File: config.mk
export PLATFORM = sky130hd
export DESIGN_NAME = instr_fetch_unit_flat
export DESIGN_NICKNAME = d
export VERILOG_FILES = /design/src/rtl/instr_fetch_unit_if.sv /design/src/rtl/instr_fetch_unit.sv /design/src/flat_wrapper.sv
export SDC_FILE = /design/constraint.sdc
export NUM_CORES = 1
export LEC_CHECK = 0
export CAP_MARGIN = 20
export CORE_ASPECT_RATIO = 2
export CORE_MARGIN = 2
export CORE_UTILIZATION = 40
export DETAILED_ROUTE_END_ITERATION = 8
export GPL_ROUTABILITY_DRIVEN = 0
export HOLD_SLACK_MARGIN = 0.15
export PLACE_DENSITY = 0.73
export SYNTH_ARGS = -nofsm -noshare
export SYNTH_HDL_FRONTEND = slang
export SYNTH_SLANG_ARGS = --single-unit
File: constraint.sdc
create_clock -name clk -period 2.1 [get_ports clk]
set_input_delay 0.315 -clock clk [delete_from_list [all_inputs] [get_ports clk]]
set_output_delay 0.315 -clock clk [all_outputs]
set_load 0.02 [all_outputs]
File: src/rtl/instr_fetch_unit_if.sv
// Instruction-fetch bus bundle: ROM address/data plus the pipeline control and IR signals.
// The fetch_count signal exists only when IFU_PERF_COUNT_EN is defined.
interface instr_fetch_unit_if;
  logic [15:0] pc_addr;
  logic [15:0] instr_in;
  logic        stall;
  logic        branch_taken;
  logic [15:0] branch_target;
  logic        resume;
  logic [15:0] ir_out;
  logic [15:0] ir_pc;
  logic        ir_valid;
  logic        halted;
`ifdef IFU_PERF_COUNT_EN
  logic [15:0] fetch_count;
`endif

  // Fetch unit side.
  modport master (
    output pc_addr, ir_out, ir_pc, ir_valid, halted,
`ifdef IFU_PERF_COUNT_EN
    output fetch_count,
`endif
    input  instr_in, stall, branch_taken, branch_target, resume
  );

  // ROM / decode / execute side.
  modport slave (
    input  pc_addr, ir_out, ir_pc, ir_valid, halted,
`ifdef IFU_PERF_COUNT_EN
    input  fetch_count,
`endif
    output instr_in, stall, branch_taken, branch_target, resume
  );
endinterface

File: src/rtl/instr_fetch_unit.sv
// Instruction fetch front end: PC, ROM addressing, IR with valid flag, branch flush, halt/resume.
// Optional saturating fetch counter enabled by defining IFU_PERF_COUNT_EN.
module instr_fetch_unit #(
  parameter logic [15:0] RESET_PC  = 16'h0000,
  parameter logic [15:0] HALT_WORD = 16'hFFFF
) (
  input logic                clk,
  input logic                rst,
  instr_fetch_unit_if.master bus
);

  typedef enum logic [1:0] {
    ST_BOOT   = 2'd0,
    ST_FETCH  = 2'd1,
    ST_HALTED = 2'd2
  } state_e;

  state_e      state_q, state_d;
  logic [15:0] pc_q, pc_d;
  logic [15:0] ir_q, ir_d;
  logic [15:0] ir_pc_q, ir_pc_d;
  logic        ir_valid_q, ir_valid_d;

  always_comb begin
    // NOTE: every variable gets a hold default first so no path leaves it unassigned (no latch).
    state_d    = state_q;
    pc_d       = pc_q;
    ir_d       = ir_q;
    ir_pc_d    = ir_pc_q;
    ir_valid_d = ir_valid_q;

    unique case (state_q)
      ST_BOOT: begin
        ir_valid_d = 1'b0;
        state_d    = ST_FETCH;
      end

      ST_FETCH: begin
        if (bus.branch_taken) begin
          // The word fetched this cycle is from the wrong path; drop it.
          pc_d       = bus.branch_target;
          ir_valid_d = 1'b0;
        end else if (!bus.stall) begin
          ir_d       = bus.instr_in;
          ir_pc_d    = pc_q;
          ir_valid_d = 1'b1;
          if (bus.instr_in == HALT_WORD) state_d = ST_HALTED;
          else                           pc_d    = pc_q + 16'd1;
        end
      end

      ST_HALTED: begin
        if (!bus.stall) ir_valid_d = 1'b0;
        if (bus.resume) begin
          pc_d    = pc_q + 16'd1;
          state_d = ST_FETCH;
        end
      end

      default: state_d = ST_BOOT;
    endcase
  end

  always_ff @(posedge clk) begin
    if (rst) begin
      state_q    <= ST_BOOT;
      pc_q       <= RESET_PC;
      ir_q       <= 16'h0000;
      ir_pc_q    <= 16'h0000;
      ir_valid_q <= 1'b0;
    end else begin
      // NOTE: non-blocking assignments so every flop samples pre-edge values.
      state_q    <= state_d;
      pc_q       <= pc_d;
      ir_q       <= ir_d;
      ir_pc_q    <= ir_pc_d;
      ir_valid_q <= ir_valid_d;
    end
  end

  assign bus.pc_addr  = pc_q;
  assign bus.ir_out   = ir_q;
  assign bus.ir_pc    = ir_pc_q;
  assign bus.ir_valid = ir_valid_q;
  assign bus.halted   = (state_q == ST_HALTED);

`ifdef IFU_PERF_COUNT_EN
  logic        new_fetch;
  logic [15:0] fetch_count_q, fetch_count_d;

  always_comb begin
    new_fetch     = (state_q == ST_FETCH) && !bus.branch_taken && !bus.stall;
    fetch_count_d = fetch_count_q;
    if (new_fetch && (fetch_count_q != 16'hFFFF)) fetch_count_d = fetch_count_q + 16'd1;
  end

  always_ff @(posedge clk) begin
    if (rst) fetch_count_q <= 16'h0000;
    else     fetch_count_q <= fetch_count_d;
  end

  assign bus.fetch_count = fetch_count_q;
`endif

endmodule

File: src/flat_wrapper.sv
// flat-port wrapper written by rule: the top's interface ports become plain ports
module instr_fetch_unit_flat 
#(
  parameter logic [15:0] RESET_PC  = 16'h0000,
  parameter logic [15:0] HALT_WORD = 16'hFFFF
)
  (clk, rst, bus_pc_addr, bus_ir_out, bus_ir_pc, bus_ir_valid, bus_halted, bus_instr_in, bus_stall, bus_branch_taken, bus_branch_target, bus_resume);
  instr_fetch_unit_if bus_i ();
  input logic clk;
  input logic rst;
  output wire logic [$bits(bus_i.pc_addr)-1:0] bus_pc_addr;
  output wire logic [$bits(bus_i.ir_out)-1:0] bus_ir_out;
  output wire logic [$bits(bus_i.ir_pc)-1:0] bus_ir_pc;
  output wire logic [$bits(bus_i.ir_valid)-1:0] bus_ir_valid;
  output wire logic [$bits(bus_i.halted)-1:0] bus_halted;
  input wire logic [$bits(bus_i.instr_in)-1:0] bus_instr_in;
  input wire logic [$bits(bus_i.stall)-1:0] bus_stall;
  input wire logic [$bits(bus_i.branch_taken)-1:0] bus_branch_taken;
  input wire logic [$bits(bus_i.branch_target)-1:0] bus_branch_target;
  input wire logic [$bits(bus_i.resume)-1:0] bus_resume;
  assign bus_pc_addr = bus_i.pc_addr;
  assign bus_ir_out = bus_i.ir_out;
  assign bus_ir_pc = bus_i.ir_pc;
  assign bus_ir_valid = bus_i.ir_valid;
  assign bus_halted = bus_i.halted;
  assign bus_i.instr_in = bus_instr_in;
  assign bus_i.stall = bus_stall;
  assign bus_i.branch_taken = bus_branch_taken;
  assign bus_i.branch_target = bus_branch_target;
  assign bus_i.resume = bus_resume;
  instr_fetch_unit #(.RESET_PC(RESET_PC), .HALT_WORD(HALT_WORD)) u_core (.clk(clk), .rst(rst), .bus(bus_i));
endmodule
# == Word level (Yosys, flattened, before mapping) ==
# Index checks and enable logic that the tools add are counted.
# word_totals
reg_bits,51
# classes
addsub,1
eq_ne,10
muxes,14
n_bitwise,2
n_reduce_logical,7
# ops
op,count
two-way mux 16 bit,4
one-hot mux 16 bit (2 select lines),1
adder 16 x 1 -> 16 bit (second input constant),1
== test 16 bit (second input constant),1
two-way mux 2 bit,4
AND reduction 4 bit,2
inequality test 2 bit (second input constant),3
inequality test 3 bit (second input constant),2
one-hot mux 2 bit (3 select lines),1
AND reduction 3 bit,2
inequality test 2 x 1 -> 1 bit (second input constant),2
two-way mux 1 bit,3
one-hot mux 1 bit (3 select lines),1
nonzero test 3 bit,1
== test 2 x 1 -> 1 bit (second input constant),1
== test 2 bit (second input constant),1
zero test 2 bit,1
inverter 1 bit,2
nonzero test 2 bit,1

# == Depth between registers and ports, before layout ==
# Gate-level depths: netlist of run 1.
# depth
depth_word,5
depth_mapped,9
mapped_depth_nobuf,7

# == Worst setup path after synthesis of run 1 ==
# Ideal clock, no wire load.
# synth_timing
path_type,register to register
from,reg u_core.state_q[0]
to,reg u_core.pc_q[0] (netlist: u_core.bus.pc_addr[0])
setup_ns,0.075
arrival_ns,1.710
path_slack_ns,0.315
stages_incl_launch_ff,8
path_buffers,0
synth_period_minus_slack_ns,1.785
path_cell_list,dfxtp_1 inv_1 ha_1 nand2b_2 nand2_1 o31a_4 or3_1 a31oi_1
# synth_via
elab_chain_cells,3
word_cells_on_any_way,8
# synth_lines
item,line_no,source
from (decl),instr_fetch_unit.sv:18,"state_e state_q, state_d;"
from (signal assigned),instr_fetch_unit.sv:73,state_q <= state_d;
== test 2 bit (*),-,
net bus_halted,flat_wrapper.sv:15,output wire logic [$bits(bus_i.halted)-1:0] bus_halted;
inequality test 2 x 1 -> 1 bit (no source line) or nonzero test 2 bit (tied branches),-,
AND reduction 4 bit (no source line),-,
to (signal assigned),instr_fetch_unit.sv:74,pc_q <= pc_d;
to (decl),instr_fetch_unit.sv:19,"logic [15:0] pc_q, pc_d;"
# The timed path passes the listed nets; every way through them passes the cells marked *.
# A chain may end at the register's enable or synchronous reset.

# == Final worst setup path of run 1 ==
# layout_timing
from,reg u_core.state_q[0]
to,out bus_halted
# layout_via
elab_chain_cells,1
# layout_lines
item,line_no,source
== test 2 bit,instr_fetch_unit.sv:85,assign bus.halted = (state_q == ST_HALTED);
to (decl),flat_wrapper.sv:15,
# No other way between the ends.

==> impl_summary.log, run 1 <==
INFO  metric remaining_drc_errors = 0
INFO  metric clock_tree_from_tritoncts = yes
INFO  metric detail_route.first_pass.iterations = 4
INFO  metric synth-edff-count = 0
INFO  metric worst-endpoint-arrival = 1.65 ns
INFO  metric drt.antenna.violating_nets = 0
INFO  metric synth.cells.most_frequent = nand2_1, dfxtp_1, a21oi_1
INFO  metric pre_cts_slack = -0.365 ns
INFO  metric maxClockFrequency = 510 MHz
INFO  metric insertion_delay = 0.29 ns
INFO  metric grt_first_pass_wirelength = 11100 µm
INFO  metric finish.net_count = 443
INFO  metric number_of_buffers_created_by_cts = 5
INFO  metric fin_area = 3620 µm²
INFO  metric finalMaxSlewViolations = 0
INFO  metric ys.warnings.count = 0
INFO  metric detail_route.vias_per_cell = 5.43
INFO  metric area.growth.synth_to_final = 47.8%
INFO  metric number_of_standard_cells_after_synthesis = 313
INFO  metric worst-endpoint-required = 1.78 ns
INFO  metric die_h = 115 µm
INFO  metric fin_tns_setup = 0 ns
INFO  metric placement.io_buffers = 86
INFO  metric avgSynthCellArea = 7.82 µm²
INFO  metric layout_min_cycle_time = 1.96 ns
INFO  metric wl_per_cell = 14.9 µm
INFO  metric drt-total-wl = 6950 µm
INFO  metric diodes = 0
INFO  metric num_io_pins = 87
INFO  metric htreeDepth = 2
INFO  metric rsz0062_at_grt = no
INFO  metric synth_top_area_share = 41.7%
INFO  metric initial_antenna_violation_count = 0
INFO  metric worstRegToRegCells = 7
INFO  metric core.rowCount = 40
INFO  metric max-slew-margin-rel = 53.9%
INFO  metric timing.final.hold_violations = 0
INFO  metric grt_max_degree = 37
INFO  metric yosysTopAreaCell = dfxtp_1
INFO  metric final_layout_size_suffix_gt1_share = 13.4%
INFO  metric setup_viol = 0
INFO  metric final_core_util = 60.8%
INFO  metric ys_seq_area_share = 41.7%
INFO  metric worstHoldPathCells = 2
INFO  metric crit_path_end_kind = output port
INFO  metric grt_pass1_vias = 2397
INFO  metric initialDrtViolationCount = 89
INFO  metric die-area = 6800 µm²
INFO  metric postPlaceCellArea = 3460 µm²
INFO  metric ir_drop = 522 µV
INFO  metric total_power = 2.40 mW
INFO  metric vias = 2532
INFO  metric synth.top_cells.by_area = dfxtp_1, nand2_1, a21oi_1, clkbuf_1, nor2_1
INFO  metric dp_hpwl = 5200 µm
INFO  metric initial_core_util = 41.1%
INFO  metric global_route.overflow_total = 0
INFO  metric ys_seq_elements = 51
INFO  metric worst-slew-pin-transition = 0.692 ns
INFO  metric synthMostInstantiatedCell = nand2_1
INFO  metric worst_hold_path_type = reg -> reg
INFO  metric floorplan.die.width = 59.3 µm
INFO  metric clk_pin_slew_worst_paths = 0.07 ns
INFO  metric clk_root_buffer_cell = clkbuf_16
INFO  metric period_share = 93.4%
INFO  metric start_kind = flop
INFO  metric outcome = finished clean
INFO  metric drv.max_cap_violation_count = 0
INFO  metric synth_ff_type = dfxtp_1
INFO  metric crit_fanout = 7
INFO  metric syn_area = 2450 µm²
INFO  metric fin_ws = 0.139 ns
INFO  metric timing.clock.skew = 0.00611 ns
INFO  metric synth.net_count = 354
INFO  metric clock-sinks = 51
INFO  metric power.density = 663 nW/µm²
INFO  metric critical_path_class = reg -> out
INFO  metric post-cts-setup-buffers = 0
INFO  metric distinct_cells_synth = 47
INFO  metric clockBufferDepth = 2
INFO  metric leakage = 1.24 nW
INFO  metric gr-usage-all-layers = 21.5%
INFO  metric floorplan_core_area = 5960 µm²
INFO  metric synth-async-reset-ratio = 0%
critical path, cell delays in order (launching register included):
cell and delay [ns]:
dfxtp_1 0.31, inv_1 0.09, ha_1 0.19, buf_4 0.16, clkdlybuf4s50_1 0.60
logic make-up (layout without fill, tap and decap cells):
| kind of cell | Yosys count | count (layout) | share of synthesized area [%] |
|---|---|---|---|
| AND/OR/NAND/NOR | 142 | 142 | 27.0 |
| AO/OA/AOI/OAI | 91 | 91 | 24.3 |
| flip-flops | 51 | 51 | 41.7 |
| buffers and inverters | 25 | 115 | 4.96 |
| adder cells (fa/ha/maj) | 4 | 4 | 2.04 |
through the flow:
step	hold slack (ns)	std cells
after global routing	0.470	466
after global placement	0.442	458
after CTS	0.455	466
after detailed placement	0.446	458
after floorplan	0.451	313
final	0.452	466
sequential cells by signal, summed over array words and instances (netlist names):
name / cells
u_core.bus.pc_addr: 16
u_core.bus.ir_out: 16
u_core.bus.ir_pc: 16
u_core.state_q: 2
u_core.bus.ir_valid: 1
report_power, final:
part / total (mW) / internal, mW / switching (mW)
combinational: 0.504 / 0.249 / 0.254
clock: 0.823 / 0.446 / 0.377
sequential: 1.07 / 1.01 / 0.0595
total: 2.40 / 1.71 / 0.691
worst paths after layout:
path | from | slack (ns) | to
min reg2reg | u_core.bus.ir_out[2] | 0.45 | u_core.bus.ir_out[2]
max | u_core.state_q[0] | 0.14 | bus_halted
max reg2reg | u_core.state_q[1] | 0.21 | u_core.bus.pc_addr[0]
min | u_core.bus.ir_out[2] | 0.45 | u_core.bus.ir_out[2]
placed cells by master, fill, tap and decap left out, types with 2 or more instances in the layout:
cell | synthesis | final
nor3_1 | 5 | 5
a21oi_2 | 5 | 5
nor2_2 | 1 | 2
a21oi_1 | 46 | 46
inv_1 | 4 | 4
a22o_1 | 2 | 2
nand2b_1 | 2 | 2
buf_4 | 0 | 13
o31ai_1 | 2 | 2
o21ai_2 | 5 | 5
nand3_1 | 3 | 3
clkinv_4 | 0 | 2
clkdlybuf4s50_1 | 0 | 85
buf_12 | 1 | 4
a211oi_2 | 2 | 2
a31oi_1 | 6 | 6
a21o_1 | 2 | 2
clkbuf_16 | 0 | 5
nand4_2 | 3 | 3
and2_1 | 2 | 2
o21ai_0 | 10 | 10
dfxtp_1 | 51 | 51
nor2_1 | 15 | 14
ha_1 | 4 | 4
nand4_1 | 6 | 6
nand2_1 | 91 | 91
nor4_1 | 2 | 2
o32ai_1 | 2 | 2
what timing repair did:
action / in CTS / in global routing
hold buffers: 0 / 0
resized for setup: 1 / 0
setup endpoints to repair: 6 / 0
layout make-up:
type                            instances  area (µm²)
Tap cell                               63        78.8
Inverter                                4        15.0
Sequential cell                        51        1020
Multi-Input combinational cell        237        1320
Timing Repair Buffer                  103        1030
Clock buffer                            5         125
Clock inverter                          3        25.0
Fill cell                             533        2340
per-layer routing:
metal	routed length, µm	up-vias	global-route usage, %
met1	2550	1175	22.5
met4	326	0	13.3
met2	3830	72	37.9
met3	245	22	3.50
met5	0	-	0
li1	-	1263	-
(Power assumes the default switching activity.)
==> run 2: changes to the inputs <==
Settings changed: CTS_CLUSTER_SIZE set to 24.
==> results of run 2 <==
Same layout as run 1: the final DEF is identical, and so are final timing and power.
==> RTL edit 1: new RTL, settings of run 2 <==
Encoding of `state_e`: now one-hot (3 bits for 3 states).
--- a/src/rtl/instr_fetch_unit.sv
+++ b/src/rtl/instr_fetch_unit.sv
@@ -11,6 +11,6 @@
 
-  typedef enum logic [1:0] {
-    ST_BOOT   = 2'd0,
-    ST_FETCH  = 2'd1,
-    ST_HALTED = 2'd2
+  typedef enum logic [2:0] {
+    ST_BOOT   = 3'b001,
+    ST_FETCH  = 3'b010,
+    ST_HALTED = 3'b100
   } state_e;
Check against the original RTL: no difference found for any inputs over 10 cycles, from zero or initial values and one cycle with rst high; not proved beyond that.
==> RTL edit 1 against run 2 <==
- final area is 0.38% lower
- maximum frequency grew 0.69%
- core utilization decreased by 0.23 points
- wire length rose by 0.69%
- sequential cell count is 1 higher
- via count up 3.8%
- clock power grew 12%
- die area is 0.39% lower
- power up 14%
- combinational power increased by 33%
- synthesized cell count is 2.2% higher
- worst setup slack better by 0.013 ns
- area after synthesis shrank 0.41%
- non-clock buffer count up 7
==> RTL edit 1: results (changes against run 2) <==
- Result of the run: complete, no violations
* Compound-Gate Fraction of Synth Area: 0.2232 (-0.01953)
* Non-clock buffer area fraction after layout: 0.2940 (+0.008381)
- First-pass GRT wire length: 11320 microns (+1.6%)
* Placed wire-length estimate: 5116 microns (-1.5%)
- Leakage power: 0.001261 uW (+1.3%)
- The via count of the first global-routing pass came to 2529 (+5.5%).
- Average via count per standard cell: 5.546 (+2.1%)
* Average wire per standard cell: 14.76 microns (-1.0%)
- Worst vdd ir: 0.4666 mV (-11%)
- In this run the worst setup path begins at bus_instr_in[0].
- The worst reg-to-reg path cell count was 6 (-1).
- Clock tree sinks: 52 (+2.0%)
* Register-to-register setup slack: 0.23 ns (+0.02 ns)
* Largest net degree at the start of global routing: 33 (-11%)
- The share of the final layout cell area in multi-input gates came to 0.3454 (-0.01944).
- Non-CTS inverters: 3 (-1)
* Area used by sequential logic in the layout: 1042 sq um (+2.1%)
* Worst setup slack before clock tree synthesis: -0.1198 ns (+0.2450 ns)
* Clock buf/inv share: 0.04651 (+0.005018)
* Global routing usage on met3: 0.03164 (-0.003390)
- The share of cells above drive strength 1 came to 0.09489 (-0.03910).
* Detailed-routed wire length on met3: 301 microns (+23%)
* # placed instances: 466 (+1.7%)
- The arrival time of data at the critical path endpoint was 2.13 ns (+0.48 ns).
- Cell types with the largest area share after synthesis: dfxtp_1 (43%), nand2_1 (14%), a21oi_1 (11%)
* Terminus of the critical flop-to-flop path: u_core.bus.pc_addr[2]
- Length of routed wiring on met1: 2593 microns (+1.7%)
- The fill cell instance count of the final layout came to 568 (+6.6%).
- The number of buffers outside the clock class in the layout came to 110 (+6.8%).
- Critical path endpoint: u_core.bus.pc_addr[2]
- Share of the yosys chip area belonging to registers: 0.4269 (+0.009921)
- The adder-cell area share of the yosys netlist is 0.005131 (-0.01531).
* TritonCTS buffer count: 5 (unchanged)
- Delay of the slowest cell on the worst path: 0.49 ns (-0.11 ns)
- Post-layout worst setup margin: 0.1524 ns (+0.01334 ns)
- # resized after CTS: 3 (+2)
* Cell Area, Synth: 2439 sq um (-0.41%)
- Met1 track demand over resource: 0.2281 (+0.002951)
* Transition time at the pin with the least slew margin: 0.5126 ns (-0.1795 ns)
- Final net count: 448 (+1.1%)
* Overall Global Routing Usage: 0.2119 (-0.003154)
- Register share of the cell area: 0.2891 (+0.006978)
- By count the netlist is led by nand2_1 (89), a21oi_1 (53), dfxtp_1 (52), clkbuf_1 (13), o21ai_0 (12).
- Initial detailed-routing violation count: 164 (+84%)
- The per-instance average area after synthesis is 7.621 sq um (-2.6%).
* Count of multi-input gates: 238 (+0.42%)
* Cell variety after synth: 42 (-11%)
[RTL edit 1: changes by cell type after synthesis, sizes merged, moves of 4 or more]
cell | run 2 | this run
o32ai | 2 | 7
buf | 5 | 14
nor2 | 16 | 10
and2 | 2 | 6
[RTL edit 1: worst min path at each step]
stage	from	end	slack [ns]	cells after the start
4_1_cts	u_core.bus.ir_pc[9]	u_core.bus.ir_pc[9]	0.46	2
3_5_place_dp	u_core.bus.ir_out[2]	u_core.bus.ir_out[2]	0.45	2
2_1_floorplan	bus_instr_in[0]	u_core.bus.ir_out[0]	0.45	2
6_report	u_core.bus.ir_out[2]	u_core.bus.ir_out[2]	0.45	2
5_1_grt	u_core.bus.ir_out[2]	u_core.bus.ir_out[2]	0.47	2
3_3_place_gp	u_core.bus.ir_pc[11]	u_core.bus.ir_pc[11]	0.44	2
[RTL edit 1: where the power goes]
| group | switching, uW | internal [uW] |
|---|---|---|
| Combinational | 333 | 334 |
| Clock | 355 | 567 |
| Sequential | 94.9 | 1050 |
==> RTL edit 2: new RTL, flow settings as in run 2 <==
Without the edit above. `HALT_WORD` is set to 16'hFFFF in 2 places; all go to 16'hBFFF.
--- a/src/rtl/instr_fetch_unit.sv
+++ b/src/rtl/instr_fetch_unit.sv
@@ -4,3 +4,3 @@
   parameter logic [15:0] RESET_PC  = 16'h0000,
-  parameter logic [15:0] HALT_WORD = 16'hFFFF
+  parameter logic [15:0] HALT_WORD = 16'hBFFF
 ) (
--- a/src/flat_wrapper.sv
+++ b/src/flat_wrapper.sv
@@ -4,3 +4,3 @@
   parameter logic [15:0] RESET_PC  = 16'h0000,
-  parameter logic [15:0] HALT_WORD = 16'hFFFF
+  parameter logic [15:0] HALT_WORD = 16'hBFFF
 )
Formal check against the unedited RTL: not equivalent (a bounded check fails within 4 cycles, from zero or initial values and one cycle with rst high).
==> RTL edit 2 against run 2 <==
- wire length up 3.0%
- synthesized cell count up 0.32%
- final area up 2.1%
- area after synthesis up 1.8%
- sequential share of layout area down 0.59 points
- non-clock buffer count up 4
- worst setup slack worse by 0.018 ns
- power up 4.2%
- sequential cell count unchanged
- hold slack better by 0.0010 ns
==> RTL edit 2: results (changes against run 2) <==
* Maximum net fanout on the critical path: 7 (unchanged)
- Leakage power: 0.001304 uW (+4.8%)
* TritonCTS buffer count: 5 (unchanged)
* Compound-Gate Fraction of Synth Area: 0.2469 (+0.004146)
* Cell types with the largest area share after synthesis: dfxtp_1 (41%), nand2_1 (14%), a21oi_1 (8.6%)
- Ranked by instance count, the synthesized netlist is headed by nand2_1 (92), dfxtp_1 (51), a21oi_1 (43), nor2_1 (16), clkbuf_1 (14).
* Global routing usage on met3: 0.03237 (-0.002662)
- The number of synthesis warnings came to 0 (unchanged).
* Clock Latency Late Sink: 0.29 ns (about the same)
- Mapped Nets: 355 (+0.28%)
- The largest individual stage delay along the critical path comes from the cell clkdlybuf4s50_1.
- Number of input and output port buffers inserted: 86 (unchanged)
* Average via count per standard cell: 5.397 (-0.67%)
- The clock skew after layout is 0.005472 ns (-0.0006419 ns).
* Most instantiated flip-flop cell in the synthesis netlist: dfxtp_1
* Most frequent standard cell in the layout excluding fill and tap cells: nand2_1
- Multiplexer fraction of the synthesized cell area: 0 (unchanged)
* Overall Global Routing Usage: 0.2183 (+0.003251)
- The slew of the pin with the lowest slew margin came to 0.6474 ns (-0.04470 ns).
- Clock-pin slew on the worst setup and hold paths: 0.06 ns
- Min-Delay Path Class: flip-flop to flip-flop
- # resized after CTS: 0 (-1)
- The detailed router's first-iteration violation count came to 92 (+3.4%).
- Share of the yosys chip area belonging to registers: 0.4094 (-0.007532)
- The count of TritonRoute iterations in the first routing pass came to 6 (+2).
- Detailed Route WL: 7152 microns (+3.0%)
* Antenna violations before repair: 0 (unchanged)
- Cell variety after synth: 48 (+2.1%)
- Largest net degree at the start of global routing: 39 (+5.4%)
- Met2 usage: 0.4072 (+0.02776)
- Share of async-settable or async-resettable flops after synthesis: 0 (unchanged)
- The via count of the first global-routing pass was 2497 (+4.2%).
* Post-synthesis adder-cell area fraction: 0.02007 (-0.0003692)
- Delay of the slowest cell on the worst path: 0.61 ns
- The XOR/XNOR share of the synthesized area came to 0 (unchanged).
- Fraction of final layout cells sized beyond drive strength 1: 0.1495 (+0.01551)
* Post-CTS setup buffers: 0 (unchanged)
- The H-tree depth was 2 (unchanged).
- The global-route wire length before repair came to 11660 microns (+4.6%).
* Placed wire-length estimate: 5064 microns (-2.5%)
- The maximum VDD drop came to 0.4939 mV (-5.5%).
* Register-to-register setup slack: 0.17 ns (-0.04 ns)
- The flow ran to the end, and the final reports show no timing, DRC or antenna violations.
- The number of nets in the layout is 449 (+1.4%).
* Met1 track demand over resource: 0.2369 (+0.01174)
RTL edit 2: cell count changes in the layout (fill, tap and decap cells not counted), moves of 2 or more:
cell	change
o21ai_2	+2
o31ai_1	+2
clkinv_4	-2
nand3_1	+2
buf_4	+4
a21oi_2	+2
o21ai_0	-2
a21oi_1	-3
nor3_1	-2
RTL edit 2: layer usage:
layer  vias up  part of all wire
li1       1273                 -
met1      1180              0.36
met2        80              0.57
met3         9             0.054
met4         0             0.018
met5         -                 0
RTL edit 2: cell type report:
cell class              instances  area, sq um
multi-input cells             239         1364
fillers                       551         2310
clock inverters                 2        37.54
well taps                      63        78.83
inverters                       4        15.01
flip-flops and latches         51         1021
clock buffers                   5        125.1
repair buffers                107         1055
RTL edit 2: stage by stage:
step	instance area (sq um)	power, uW	instances	setup slack, ns	hold slack [ns]
after floorplan	2494	1356	314	0.2987	0.4510
after detailed placement	3511	1592	461	-0.1160	0.4457
after global placement	3500	1575	460	-0.3445	0.4407
after global routing	3696	2598	471	0.01657	0.4756
final	3696	2498	471	0.1207	0.4527
after CTS	3674	2500	468	0.1152	0.4547
RTL edit 2: critical path: cells and delay by family, from the launching register on:
family,cells,cell delay [ns]
DFF,1,0.31
buffers and inverters,3,0.87
adders and majority gates,1,0.19
RTL edit 2: worst paths after layout:
path                                            start                     end  cells past startpoint
worst min register to register  u_core.bus.ir_out[10]   u_core.bus.ir_out[10]                      2
worst max-delay path                u_core.state_q[0]              bus_halted                      4
worst min-delay path            u_core.bus.ir_out[10]   u_core.bus.ir_out[10]                      2
worst max register to register      u_core.state_q[1]  u_core.bus.pc_addr[14]                      8
RTL edit 2: kinds of logic after synthesis:
group	after synthesis
DFF	51
and+or+nand+nor	143
adders and majority gates	4
AOI/OAI and AO/OA	92
buffers and inverters	24
RTL edit 2: where the power goes:
group	switching (uW)	internal (uW)
combinational	263	251
clock	356	556
sequential	60.1	1010
